<file path="src/rtl/vram_sched_pkg.sv">
// Shared types, widths and helpers for the VRAM request scheduler.
package vram_sched_pkg;

  localparam int unsigned ADDR_W = 23;

  // Transfer width codes understood by the memory controller.
  localparam logic [1:0] MEMORY_WIDTH_8  = 2'd0;
  localparam logic [1:0] MEMORY_WIDTH_16 = 2'd1;
  localparam logic [1:0] MEMORY_WIDTH_32 = 2'd2;

  typedef enum logic [1:0] {
    IDLE  = 2'd0,
    ISSUE = 2'd1,
    WAIT  = 2'd2
  } state_t;

  typedef enum logic [1:0] {
    GNT_NONE = 2'd0,
    GNT_REF  = 2'd1,
    GNT_A    = 2'd2,
    GNT_B    = 2'd3
  } grant_t;

  // Bookkeeping for one outstanding read travelling down the latency pipe.
  typedef struct packed {
    logic       vld;
    logic       is_b;
    logic       byte_sel;
    logic [1:0] size;
  } rd_tag_t;

  // Refresh interval in clocks: freq_hz * interval_ns / 1e9, truncated.
  function automatic int unsigned refresh_cycles(input int unsigned freq_hz,
                                                 input int unsigned interval_ns);
    longint unsigned prod;
    prod = 64'(freq_hz) * 64'(interval_ns);
    return 32'(prod / 64'd1_000_000_000);
  endfunction

endpackage

</file>
<file path="src/rtl/vram_refresh_timer.sv">
// Free-running refresh down-counter with pending and sticky overdue flags.
module vram_refresh_timer #(
  parameter int unsigned CYCLES = 842
) (
  input  logic clk,
  input  logic reset,
  input  logic clear,
  output logic pending,
  output logic overdue
);

  localparam int unsigned CNT_W = (CYCLES > 2) ? $clog2(CYCLES) : 1;
  localparam logic [CNT_W-1:0] RELOAD = CNT_W'(CYCLES - 1);

  logic [CNT_W-1:0] count;
  logic             expire_c;

  assign expire_c = (count == '0);

  // Count down every cycle; on expiry reload, raise pending, flag a missed slot.
  always_ff @(posedge clk) begin
    if (reset) begin
      count   <= RELOAD;
      pending <= 1'b0;
      overdue <= 1'b0;
    end else begin
      count   <= expire_c ? RELOAD : count - CNT_W'(1);
      pending <= expire_c | (pending & ~clear);
      if (expire_c && pending && !clear) begin
        overdue <= 1'b1;
      end
    end
  end

endmodule

</file>
<file path="src/rtl/vram_request_scheduler.sv">
// Arbitrates refresh, client A (CPU, 8-bit) and client B (command engine,
// 8/16/32-bit) onto the VRAM controller, one request per slot.
// Optional build macro VRAM_SCHED_ROUND_ROBIN_EN: alternate A/B on ties
// instead of strict A-over-B priority.
module vram_request_scheduler
  import vram_sched_pkg::*;
#(
  parameter int unsigned FREQ        = 54_000_000,
  parameter int unsigned REFRESH_NS  = 15_600,
  parameter int unsigned SLOT_CYCLES = 5,
  parameter int unsigned RD_LATENCY  = 5
) (
  input  logic              clk,
  input  logic              reset,
  input  logic              mem_enabled,
  output logic              mem_read,
  output logic              mem_write,
  output logic              mem_refresh,
  output logic [ADDR_W-1:0] mem_addr,
  output logic [1:0]        mem_word_wr_size,
  output logic [7:0]        mem_din8,
  output logic [15:0]       mem_din16,
  output logic [31:0]       mem_din32,
  input  logic [15:0]       mem_dout16,
  input  logic [31:0]       mem_dout32,
  input  logic              a_req,
  input  logic              a_wr,
  input  logic [ADDR_W-1:0] a_addr,
  input  logic [7:0]        a_din,
  output logic              a_ack,
  output logic [7:0]        a_rdata,
  output logic              a_rvalid,
  input  logic              b_req,
  input  logic              b_wr,
  input  logic [1:0]        b_size,
  input  logic [ADDR_W-1:0] b_addr,
  input  logic [31:0]       b_din,
  output logic              b_ack,
  output logic [31:0]       b_rdata,
  output logic              b_rvalid,
  output logic              refresh_overdue
);

  localparam int unsigned REFRESH_CYCLES = refresh_cycles(FREQ, REFRESH_NS);
  localparam int unsigned SLOT_W         = (SLOT_CYCLES > 2) ? $clog2(SLOT_CYCLES) : 1;
  // Slot position counts from the ISSUE cycle (0); the final position of a
  // slot is spent in IDLE deciding the next grant, so WAIT ends one earlier.
  localparam logic [SLOT_W-1:0] SLOT_LAST = SLOT_W'(SLOT_CYCLES - 2);

  state_t            state;
  state_t            state_next;
  grant_t            grant_c;
  logic [SLOT_W-1:0] slot_cnt;
  logic              ref_pending;
  logic              iss_b;
  rd_tag_t           rd_tag_c;
  rd_tag_t           rd_out;
  rd_tag_t           rd_pipe [RD_LATENCY];
  logic [7:0]        rd_byte_c;
  logic [31:0]       b_word_c;

  vram_refresh_timer #(
    .CYCLES (REFRESH_CYCLES)
  ) u_refresh_timer (
    .clk     (clk),
    .reset   (reset),
    .clear   (grant_c == GNT_REF),
    .pending (ref_pending),
    .overdue (refresh_overdue)
  );

`ifdef VRAM_SCHED_ROUND_ROBIN_EN
  logic last_b;

  // Remember which client won last; starts as B so A takes the first tie.
  always_ff @(posedge clk) begin
    if (reset) begin
      last_b <= 1'b1;
    end else if (grant_c == GNT_A) begin
      last_b <= 1'b0;
    end else if (grant_c == GNT_B) begin
      last_b <= 1'b1;
    end
  end
`endif

  // State register and slot position counter.
  always_ff @(posedge clk) begin
    if (reset) begin
      state    <= IDLE;
      slot_cnt <= '0;
    end else begin
      state <= state_next;
      if (state == ISSUE) begin
        slot_cnt <= SLOT_W'(1);
      end else if (state == WAIT) begin
        slot_cnt <= slot_cnt + SLOT_W'(1);
      end
    end
  end

  // Next state and grant selection: refresh first, then the clients.
  always_comb begin
    state_next = state;
    grant_c    = GNT_NONE;
    case (state)
      IDLE: begin
        if (mem_enabled) begin
          if (ref_pending) grant_c = GNT_REF;
`ifdef VRAM_SCHED_ROUND_ROBIN_EN
          else if (a_req && b_req) grant_c = last_b ? GNT_A : GNT_B;
`else
          else if (a_req && b_req) grant_c = GNT_A;
`endif
          else if (a_req) grant_c = GNT_A;
          else if (b_req) grant_c = GNT_B;
          if (grant_c != GNT_NONE) state_next = ISSUE;
        end
      end
      ISSUE:   state_next = WAIT;
      WAIT:    if (slot_cnt == SLOT_LAST) state_next = IDLE;
      default: state_next = IDLE;
    endcase
  end

  // Register the granted request onto the controller bus and ack the client.
  always_ff @(posedge clk) begin
    if (reset) begin
      mem_read         <= 1'b0;
      mem_write        <= 1'b0;
      mem_refresh      <= 1'b0;
      mem_addr         <= '0;
      mem_word_wr_size <= MEMORY_WIDTH_8;
      mem_din8         <= '0;
      mem_din16        <= '0;
      mem_din32        <= '0;
      a_ack            <= 1'b0;
      b_ack            <= 1'b0;
      iss_b            <= 1'b0;
    end else begin
      mem_read    <= 1'b0;
      mem_write   <= 1'b0;
      mem_refresh <= 1'b0;
      a_ack       <= 1'b0;
      b_ack       <= 1'b0;
      case (grant_c)
        GNT_REF: begin
          mem_refresh      <= 1'b1;
          mem_addr         <= '0;
          mem_word_wr_size <= MEMORY_WIDTH_8;
          mem_din8         <= '0;
          mem_din16        <= '0;
          mem_din32        <= '0;
        end
        GNT_A: begin
          mem_read         <= ~a_wr;
          mem_write        <= a_wr;
          mem_addr         <= a_addr;
          mem_word_wr_size <= MEMORY_WIDTH_8;
          mem_din8         <= a_din;
          mem_din16        <= {8'h00, a_din};
          mem_din32        <= {24'h00_0000, a_din};
          a_ack            <= 1'b1;
          iss_b            <= 1'b0;
        end
        GNT_B: begin
          mem_read         <= ~b_wr;
          mem_write        <= b_wr;
          mem_addr         <= b_addr;
          mem_word_wr_size <= b_size;
          mem_din8         <= b_din[7:0];
          mem_din16        <= b_din[15:0];
          mem_din32        <= b_din;
          b_ack            <= 1'b1;
          iss_b            <= 1'b1;
        end
        default: ;
      endcase
    end
  end

  // The issue edge is the edge that samples mem_read; the tag enters the pipe
  // there and reaches the last stage RD_LATENCY edges later, with data valid.
  assign rd_tag_c = {mem_read, iss_b, mem_addr[0], mem_word_wr_size};
  assign rd_out   = rd_pipe[RD_LATENCY-1];

  // Read latency pipe; reset drops any read in flight.
  always_ff @(posedge clk) begin
    if (reset) begin
      for (int i = 0; i < int'(RD_LATENCY); i++) rd_pipe[i] <= '0;
    end else begin
      rd_pipe[0] <= rd_tag_c;
      for (int i = 1; i < int'(RD_LATENCY); i++) rd_pipe[i] <= rd_pipe[i-1];
    end
  end

  // Byte lane select and width formatting of returned data.
  always_comb begin
    rd_byte_c = rd_out.byte_sel ? mem_dout16[15:8] : mem_dout16[7:0];
    case (rd_out.size)
      MEMORY_WIDTH_32: b_word_c = mem_dout32;
      MEMORY_WIDTH_16: b_word_c = {16'h0000, mem_dout16};
      default:         b_word_c = {24'h00_0000, rd_byte_c};
    endcase
  end

  // Capture read data and pulse the owning client's rvalid.
  always_ff @(posedge clk) begin
    if (reset) begin
      a_rvalid <= 1'b0;
      b_rvalid <= 1'b0;
      a_rdata  <= '0;
      b_rdata  <= '0;
    end else begin
      a_rvalid <= 1'b0;
      b_rvalid <= 1'b0;
      if (rd_out.vld) begin
        if (rd_out.is_b) begin
          b_rvalid <= 1'b1;
          b_rdata  <= b_word_c;
        end else begin
          a_rvalid <= 1'b1;
          a_rdata  <= rd_byte_c;
        end
      end
    end
  end

endmodule

</file>
<file path="config.mk">
export PLATFORM = sky130hd
export DESIGN_NAME = vram_request_scheduler
export DESIGN_NICKNAME = d
export VERILOG_FILES = /design/src/rtl/vram_sched_pkg.sv /design/src/rtl/vram_refresh_timer.sv /design/src/rtl/vram_request_scheduler.sv
export SDC_FILE = /design/constraint.sdc
export NUM_CORES = 1
export LEC_CHECK = 0
export CAP_MARGIN = 20
export CORE_UTILIZATION = 38
export CTS_CLUSTER_SIZE = 16
export DETAILED_ROUTE_END_ITERATION = 7
export PLACE_DENSITY = 0.88
export SLEW_MARGIN = 5
export SYNTH_ARGS = -nofsm -noshare
export SYNTH_HDL_FRONTEND = slang
export SYNTH_SLANG_ARGS = --single-unit
</file>
<file path="constraint.sdc">
create_clock -name clk -period 1.9 [get_ports clk]
set_input_delay 0.475 -clock clk [delete_from_list [all_inputs] [get_ports clk]]
set_output_delay 0.475 -clock clk [all_outputs]
set_load 0.02 [all_outputs]
</file>
==> impl_metrics.env, run 1 <==
export IMPL_insertion_delay_ps=410
export IMPL_report_final_slew_viol_count=0
export IMPL_fin_util_pct=62.4
export IMPL_cts_resized=16
export IMPL_gp_congestion=0.814
export IMPL_max_slew_margin_pct=57.9
export IMPL_cts_buffers=17
export IMPL_postCtsHoldBufs=0
export IMPL_timing_rr_start="u_refresh_timer.count[0]"
export IMPL_final_nets=1022
export IMPL_critical_path_arrival_ps=1380
export IMPL_setup_viol=0
export IMPL_cpPeakStageDelay_ps=620
export IMPL_area_growth_syn_to_layout_pct=60.0
export IMPL_grtUsageTotal_pct=20.7
export IMPL_netSwitchingFraction_pct=27.9
export IMPL_cts_sinks=147
export IMPL_clock_power_share_pct=40.9
export IMPL_nFillCells=1209
export IMPL_first_pass_iters=5
export IMPL_totalWireLength_um=17300
export IMPL_routed_via_density=5.32
export IMPL_cp_required_ps=1420
export IMPL_htree_levels=4
export IMPL_diodes=0
export IMPL_critPathLaunch="mem_din16[14]"
export IMPL_critPathSlowestCell="clkdlybuf4s50_1"
export IMPL_route_antenna_remaining_nets=0
export IMPL_cp_cell_sequence="clkdlybuf4s50_1"
export IMPL_status="completed"
export IMPL_p_per_area_mw_per_mm2=890
export IMPL_clock_path_buffers=2
export IMPL_combPwrFrac_pct=19.2
export IMPL_route_detailed_drc=0
export IMPL_io_pins=272
export IMPL_worstSetupPathDepth=1
export IMPL_max_freq_mhz=539
export IMPL_cp_endpoint="mem_din16[14]"
export IMPL_crit_family="buffers and inverters"
export IMPL_skew_ps=6.82
export IMPL_grt_pass1_vias=5374
export IMPL_cts_tree="done"
export IMPL_synth_flop_cell="dfxtp_1"
export IMPL_yosys_warnings=0
export IMPL_p_sw_mw=2.36
export IMPL_fin_crit_ps=1850
export IMPL_netlist_instances=628
export IMPL_clk_pin_slew_worst_paths_ps=60
export IMPL_post_route_period_util_pct=97.6
export IMPL_grt_max_degree=65
export IMPL_drive_above_1_share_pct=8.83
export IMPL_wire_per_inst_um=16.2
export IMPL_r2r_cells=4
export IMPL_grt_pass1_wl_um=26500
export IMPL_fin_setup_tns_ps=0
export IMPL_start_util_pct=39.0
export IMPL_syn_nets=780
export IMPL_root_buffer="clkbuf_16"
export IMPL_grt_overflow_total=0
export IMPL_ys_types=47
export IMPL_holdCritPathClass="reg2reg"
export IMPL_rsz0062_at_grt="no"
export IMPL_path_buf_inv=1
export IMPL_drv_cap=0
export IMPL_ff2ff_setup_slack_ps=100
export IMPL_drtIter0Drc=272
export IMPL_row_count=45
export IMPL_p_seq_share_pct=39.9
export IMPL_synth_edf_count=0
export IMPL_core_area_sq_mm=0.0152
export IMPL_synth_async_reset_ratio_pct=0
export IMPL_worst_ir_drop_vdd_uv=632
export IMPL_die_y_um=127
export IMPL_worstReg2RegEnd="u_refresh_timer.count[7]"
export IMPL_syn_cell_area_sq_mm=0.00593
export IMPL_seq_area_frac_synth_pct=49.6
export IMPL_die_area_sq_mm=0.0161
export IMPL_synth_seq_cells=147
export IMPL_worst_setup_path_type="reg2out"
export IMPL_die_w_um=127
export IMPL_synth_area_per_cell_sq_um=9.44
export IMPL_via_count=5701
export IMPL_hold_viol=0
export IMPL_worstPathMaxFanout=3
export IMPL_tightest_slew_ps=631
export IMPL_leakagePower_nw=4.27
export IMPL_end_kind="output port"
export IMPL_dp_hpwl_um=12000
export IMPL_internal_power_mw=6.09
export IMPL_cts_setup_buffers=0
export IMPL_io_buffers=271
export IMPL_antenna_found_initial=0
export IMPL_start_kind="flip-flop"
==> cells in the final DEF (no fill, tap or decap), types with 15 or more instances in the layout <==
cell	n
buf_4	28
nor2b_1	28
nand3_1	34
a22o_1	52
a21oi_1	15
clkbuf_16	17
nor2_1	24
a21o_1	32
dlymetal6s2s_1	34
o21ai_0	34
a31oi_1	31
dfxtp_1	147
nand2_1	44
clkdlybuf4s50_1	220
dlygate4sd2_1	16
==> Yosys cell counts (11+ instances only) <==
| cell type | count | share of area (%) |
|---|---|---|
| nand2_1 | 44 | 2.8 |
| buf_4 | 24 | 3.0 |
| o21ai_0 | 34 | 2.9 |
| a22o_1 | 52 | 7.7 |
| a21o_1 | 32 | 4.1 |
| nand3_1 | 34 | 2.9 |
| inv_1 | 11 | 0.70 |
| a31oi_1 | 31 | 3.3 |
| a21oi_1 | 15 | 1.3 |
| dfxtp_1 | 147 | 50 |
| nor2b_1 | 28 | 3.0 |
| clkbuf_1 | 49 | 3.1 |
| nor2_1 | 24 | 1.5 |
==> sequential cells by signal, indices dropped and copies added (netlist names) <==
name,cells
mem_refresh,1
mem_din32,17
iss_b,1
b_rdata,32
u_refresh_timer.overdue,1
u_refresh_timer.pending,1
a_rvalid,1
mem_read,1
mem_din16,8
mem_word_wr_size,2
mem_din8,7
mem_addr,23
a_rdata,8
u_refresh_timer.count,10
rd_pipe,25
a_ack,1
b_rvalid,1
state,2
mem_write,1
b_ack,1
slot_cnt,3
==> final cells by class <==
type,count,area (sq um),area share [%]
flip-flops and latches,147,2940,31.0
inverters,11,41.3,0.435
repair buffers,305,3100,32.7
clock inverters,15,185,1.95
multi-input cells,388,2560,26.9
well taps,188,235,2.48
clock buffers,17,425,4.48
==> metal layers <==
layer / share of wire (%) / global-route usage [%] / vias to the layer above / wire length [um]
met5: 0 / 0 / - / 0
met4: 1.8 / 7.91 / 0 / 312
met3: 9.1 / 6.33 / 25 / 1590
met2: 48 / 36.2 / 296 / 8340
met1: 41 / 23.6 / 2638 / 7100
li1: - / - / 2742 / -
==> how the worst min path moves through the flow <==
stage | from | to | slack, ps | cells after the start
5_1_grt | rd_pipe[0][16] | rd_pipe[0][21] | 450 | 1
2_1_floorplan | u_refresh_timer.count[0] | u_refresh_timer.count[0] | 390 | 1
3_5_place_dp | rd_pipe[0][3] | rd_pipe[0][8] | 420 | 1
6_report | rd_pipe[0][16] | rd_pipe[0][21] | 430 | 1
3_3_place_gp | rd_pipe[0][1] | rd_pipe[0][6] | 420 | 1
4_1_cts | rd_pipe[0][18] | rd_pipe[0][23] | 430 | 1
==> logic make-up (layout without fill, tap and decap cells) <==
family | after synthesis | after routing | share of synthesized area (%)
AO/OA/AOI/OAI | 209 | 209 | 25.4
XOR/XNOR | 1 | 1 | 0.148
adder cells (fa/ha/maj) | 9 | 9 | 1.90
buffers and inverters | 93 | 348 | 7.51
flip-flops | 147 | 147 | 49.6
multiplexers | 9 | 9 | 1.52
AND/OR/NAND/NOR | 160 | 160 | 13.9
==> metrics by stage <==
stage / power (mW) / cell area (sq um) / hold slack [ps] / worst slack, ps / cells
after detailed placement: 5.09 / 8800 / 420 / -154 / 1039
final: 8.45 / 9490 / 430 / 45.7 / 1071
after floorplan: 4.25 / 5930 / 391 / 129 / 628
after CTS: 8.51 / 9390 / 434 / 0.270 / 1071
after global routing: 8.79 / 9490 / 454 / 0.512 / 1071
after global placement: 5.06 / 8800 / 420 / -110 / 1039
==> power by group through the flow <==
stage / registers, mW / logic (mW) / clock network, mW
3_5_place_dp: 3.44 / 1.65 / 0
5_1_grt: 3.39 / 1.74 / 3.66
3_3_place_gp: 3.44 / 1.62 / 0
4_1_cts: 3.37 / 1.62 / 3.51
2_1_floorplan: 3.58 / 0.668 / 0
6_report: 3.37 / 1.62 / 3.46
Note: power is estimated with default switching activity, not from simulation.
==> run 2, diff against run 1 <==
- SETUP_SLACK_MARGIN: default -> 0.02
- SLEW_MARGIN: 5 -> default
==> impl_metrics.env, run 2 (synthesis gave the netlist of run 1 again) <==
export IMPL_via_count=5679
export IMPL_grt_pass1_wl_um=26500
export IMPL_r2r_cells=4
export IMPL_end_kind="output port"
export IMPL_regMostFlops="b_rdata"
export IMPL_final_nets=1022
export IMPL_gp_congestion=0.814
export IMPL_io_buffers=271
export IMPL_post_route_period_util_pct=97.5
export IMPL_grt_max_degree=65
export IMPL_p_per_area_mw_per_mm2=886
export IMPL_first_pass_iters=4
export IMPL_hold_start="rd_pipe[0][16]"
export IMPL_critPathLaunch="mem_addr[13]"
export IMPL_cpPeakStageDelay_ps=610
export IMPL_fin_util_pct=62.5
export IMPL_drtIter0Drc=321
export IMPL_io_pins=272
export IMPL_grt_overflow_total=0
export IMPL_postCtsHoldBufs=0
export IMPL_hold_viol=0
export IMPL_dp_hpwl_um=12000
export IMPL_area_growth_syn_to_layout_pct=60.2
export IMPL_routed_via_density=5.30
export IMPL_cp_required_ps=1420
export IMPL_cts_sinks=147
export IMPL_route_antenna_remaining_nets=0
export IMPL_crit_family="buffers and inverters"
export IMPL_insertion_delay_ps=410
export IMPL_skew_ps=6.56
export IMPL_route_detailed_drc=0
export IMPL_clock_path_buffers=2
export IMPL_fin_crit_ps=1850
export IMPL_critPathSlowestCell="clkdlybuf4s50_1"
export IMPL_drv_cap=0
export IMPL_die_area_sq_mm=0.0161
export IMPL_drive_above_1_share_pct=8.83
export IMPL_leakagePower_nw=4.61
export IMPL_tightest_slew_ps=632
export IMPL_status="completed"
export IMPL_antenna_found_initial=0
export IMPL_core_area_sq_mm=0.0152
export IMPL_setup_viol=0
export IMPL_cts_resized=35
export IMPL_cp_cell_sequence="clkdlybuf4s50_1"
export IMPL_start_util_pct=39.0
export IMPL_wire_per_inst_um=16.1
export IMPL_path_buf_inv=1
export IMPL_htree_levels=4
export IMPL_fin_setup_tns_ps=0
export IMPL_rsz0062_at_grt="no"
export IMPL_max_slew_margin_pct=57.9
export IMPL_ff2ff_setup_slack_ps=110
export IMPL_worstPathMaxFanout=2
export IMPL_grtUsageTotal_pct=20.7
export IMPL_worstReg2RegEnd="u_refresh_timer.count[7]"
export IMPL_start_kind="flip-flop"
export IMPL_setup_ws_ps=48.3
export IMPL_diodes=0
export IMPL_post_place_ws_ps=-154
export IMPL_critical_path_arrival_ps=1380
export IMPL_report_final_slew_viol_count=0
export IMPL_top_regs="b_rdata x32, rd_pipe x25, mem_addr x23"
export IMPL_timing_rr_start="u_refresh_timer.count[0]"
export IMPL_clk_pin_slew_worst_paths_ps=70
export IMPL_final_cell_mix="clkdlybuf4s50_1, dfxtp_1, a22o_1"
export IMPL_worst_ir_drop_vdd_uv=632
export IMPL_root_buffer="clkbuf_16"
export IMPL_cts_buffers=17
export IMPL_worst_setup_path_type="reg2out"
export IMPL_row_count=45
export IMPL_grt_pass1_vias=5376
export IMPL_holdCritPathClass="reg2reg"
export IMPL_cp_endpoint="mem_addr[13]"
export IMPL_max_freq_mhz=540
export IMPL_final_common_cell="clkdlybuf4s50_1"
export IMPL_die_w_um=127
export IMPL_die_y_um=127
export IMPL_cts_setup_buffers=0
export IMPL_totalWireLength_um=17200
export IMPL_worstSetupPathDepth=1
export IMPL_largest_register_ffs=32
export IMPL_cts_tree="done"
-- run 2: cell count changes in the layout (fill, tap and decap cells not counted) --
cell | before | now
clkdlybuf4s50_1 | 220 | 187
dlymetal6s2s_1 | 34 | 48
dlygate4sd2_1 | 16 | 35
-- run 2: power by group --
| group | switching [mW] | internal, mW |
|---|---|---|
| Clock | 1.45 | 2.00 |
| Sequential | 0.115 | 3.26 |
| Combinational | 0.787 | 0.801 |
| Total | 2.35 | 6.06 |
-- run 2: area by class of cell --
class,count,area [sq um]
flip-flops and latches,147,2940
fillers,1200,5700
inverters,11,41.3
well taps,188,235
clock buffers,17,425
repair buffers,305,3110
clock inverters,15,185
multi-input cells,388,2560
-- run 2: metrics by stage --
stage,area [sq um],cells,power [mW],hold slack [ps]
3_5_place_dp,8800,1039,5.09,420
3_3_place_gp,8800,1039,5.06,420
5_1_grt,9500,1071,8.76,454
4_1_cts,9370,1071,8.48,434
6_report,9500,1071,8.42,431
2_1_floorplan,5930,628,4.25,391
-- run 2: routing by layer --
layer / global-route usage [%] / vias up / part of all wire, %
li1: - / 2744 / -
met1: 23.6 / 2612 / 41
met3: 6.33 / 22 / 9.0
met5: 0 / - / 0
met2: 36.2 / 301 / 48
met4: 7.91 / 0 / 1.7
-- run 2: how the worst min path moves through the flow --
stage                                    end  cells past startpoint
floorplan           u_refresh_timer.count[0]                      1
global route                  rd_pipe[0][21]                      1
CTS                           rd_pipe[0][23]                      1
finish                        rd_pipe[0][21]                      1
global placement               rd_pipe[0][6]                      1
detailed placement             rd_pipe[0][8]                      1
==> run 3, diff against run 2 <==
- CORE_UTILIZATION: 38 -> 50
- DONT_BUFFER_PORTS: default -> 1
- PLACE_DENSITY: 0.88 -> 0.79
- TNS_END_PERCENT: default -> 100
==> impl_metrics.env, run 3 (synthesis gave the netlist of run 1 again) <==
export IMPL_routed_via_density=6.17
export IMPL_grtUsageTotal_pct=21.9
export IMPL_dr_wl_met3_um=1420
export IMPL_critPathSlowestCell="or4b_4"
export IMPL_drv_cap=0
export IMPL_drive_above_1_share_pct=9.66
export IMPL_critical_path_arrival_ps=2150
export IMPL_p_per_area_mw_per_mm2=1200
export IMPL_wire_per_inst_um=18.3
export IMPL_skew_ps=9.40
export IMPL_fin_setup_tns_ps=0
export IMPL_io_buffers=0
export IMPL_cts_buffers=17
export IMPL_top_layer="met4"
export IMPL_grt_pass1_wl_um=21700
export IMPL_start_util_pct=51.7
export IMPL_seq_area_sq_mm=0.00294
export IMPL_root_buffer="clkbuf_16"
export IMPL_design_area_sq_mm=0.00645
export IMPL_top_regs="b_rdata x32, rd_pipe x25, mem_addr x23"
export IMPL_grt_max_degree=66
export IMPL_cpPeakStageDelay_ps=520
export IMPL_route_met2_wl_um=6680
export IMPL_core_area_sq_mm=0.0115
export IMPL_fin_crit_ps=1820
export IMPL_regMostFlops="b_rdata"
export IMPL_worstPathMaxFanout=8
export IMPL_die_y_um=111
export IMPL_crit_family="simple AND/OR/NAND/NOR gates"
export IMPL_start_kind="flip-flop"
export IMPL_io_pins=272
export IMPL_placed_cell_area_sq_mm=0.00580
export IMPL_max_freq_mhz=551
export IMPL_tightest_slew_ps=634
export IMPL_grt_pass1_vias=4341
export IMPL_area_growth_syn_to_layout_pct=8.78
export IMPL_die_area_sq_mm=0.0123
export IMPL_cp_cell_sequence="inv_1 > ha_2 > or4b_4 > or3_4 > o31ai_2"
export IMPL_clk_pin_slew_worst_paths_ps=70
export IMPL_htree_levels=4
export IMPL_status="completed"
export IMPL_end_kind="flip-flop"
export IMPL_leakagePower_nw=2.51
export IMPL_totalWireLength_um=13400
export IMPL_nFillCells=972
export IMPL_row_count=39
export IMPL_worst_ir_drop_vdd_uv=942
export IMPL_drtIter0Drc=332
export IMPL_hold_viol=0
export IMPL_fin_util_pct=56.2
export IMPL_setup_viol=0
export IMPL_die_w_um=111
export IMPL_worst_setup_path_type="reg2reg"
export IMPL_postCtsHoldBufs=0
export IMPL_rsz0062_at_grt="yes"
export IMPL_final_common_cell="dfxtp_1"
export IMPL_route_antenna_remaining_nets=0
export IMPL_multi_input_area_sq_mm=0.00255
export IMPL_path_buf_inv=1
export IMPL_largest_register_ffs=32
export IMPL_final_nets=729
export IMPL_max_slew_margin_pct=57.7
export IMPL_clock_path_buffers=2
export IMPL_diodes=0
export IMPL_insertion_delay_ps=410
export IMPL_wl_met1_um=5100
export IMPL_dp_hpwl_um=9400
export IMPL_setup_ws_ps=84.3
export IMPL_cp_required_ps=2230
export IMPL_final_cell_mix="dfxtp_1, a22o_1, nand2_1"
export IMPL_grt_overflow_total=0
export IMPL_finalNonFillerCells=733
export IMPL_gp_congestion=0.803
export IMPL_cts_tree="done"
export IMPL_antenna_found_initial=0
export IMPL_post_place_cells=700
export IMPL_route_detailed_drc=0
export IMPL_holdCritPathClass="in2reg"
export IMPL_post_place_ws_ps=-21.8
export IMPL_report_final_slew_viol_count=0
export IMPL_first_pass_iters=5
export IMPL_cts_setup_buffers=0
export IMPL_post_route_period_util_pct=95.6
export IMPL_via_count=4524
export IMPL_cts_sinks=147
==> run 3: changes by cell type in the layout (fill, tap and decap cells not counted), sizes merged <==
cell,before,now
dlymetal6s2s,48,0
buf,35,12
clkdlybuf4s50,187,0
clkinvlp,1,0
inv,21,22
dlygate4sd2,35,0
==> run 3: power breakdown <==
| part | total, mW | leakage, nW | internal, mW | switching, mW |
|---|---|---|---|---|
| combinational | 0.609 | 1.00 | 0.258 | 0.351 |
| sequential | 3.63 | 1.19 | 3.26 | 0.376 |
| clock | 3.48 | 0.311 | 2.03 | 1.45 |
| total | 7.72 | 2.51 | 5.55 | 2.18 |
==> run 3: timing repair <==
item,4_1_cts,5_1_grt
pin swaps,0,0
gates resized for setup,2,2
endpoints found under the setup margin,5,5
==> run 3: per-stage QoR <==
stage / hold slack (ps) / total power, mW
after CTS: 115 / 7.79
after global routing: 107 / 8.05
after global placement: 404 / 4.26
final: 147 / 7.72
after floorplan: 391 / 4.25
after detailed placement: 421 / 4.30
==> run 3: area by class of cell <==
type                    count  share of cell area (%)
clock buffers              17                    6.60
inverters                  11                   0.640
repair buffers             12                    1.59
flip-flops and latches    147                    45.6
multi-input cells         388                    39.6
clock inverters            15                    3.16
well taps                 143                    2.77
==> run 3: path summary, 6_finish.rpt <==
kind,from,end,slack [ps],depth (start not counted)
max,u_refresh_timer.count[0],u_refresh_timer.overdue,80,5
min,reset,rd_pipe[0][6],150,1
max reg2reg,u_refresh_timer.count[0],u_refresh_timer.overdue,80,5
min reg2reg,rd_pipe[0][15],rd_pipe[0][20],430,1
==> run 3: worst reg2reg max path: stages (launching register included) <==
cell and delay (ps):
dfxtp_1 330, inv_1 70, ha_2 190, or4b_4 520
or3_4 410, o31ai_2 200
==> run 3: per-layer routing <==
| metal | up-vias | GRT usage (%) |
|---|---|---|
| li1 | 2159 | - |
| met4 | 0 | 7.64 |
| met3 | 15 | 9.90 |
| met1 | 2111 | 23.8 |
| met2 | 239 | 37.4 |
| met5 | - | 0 |
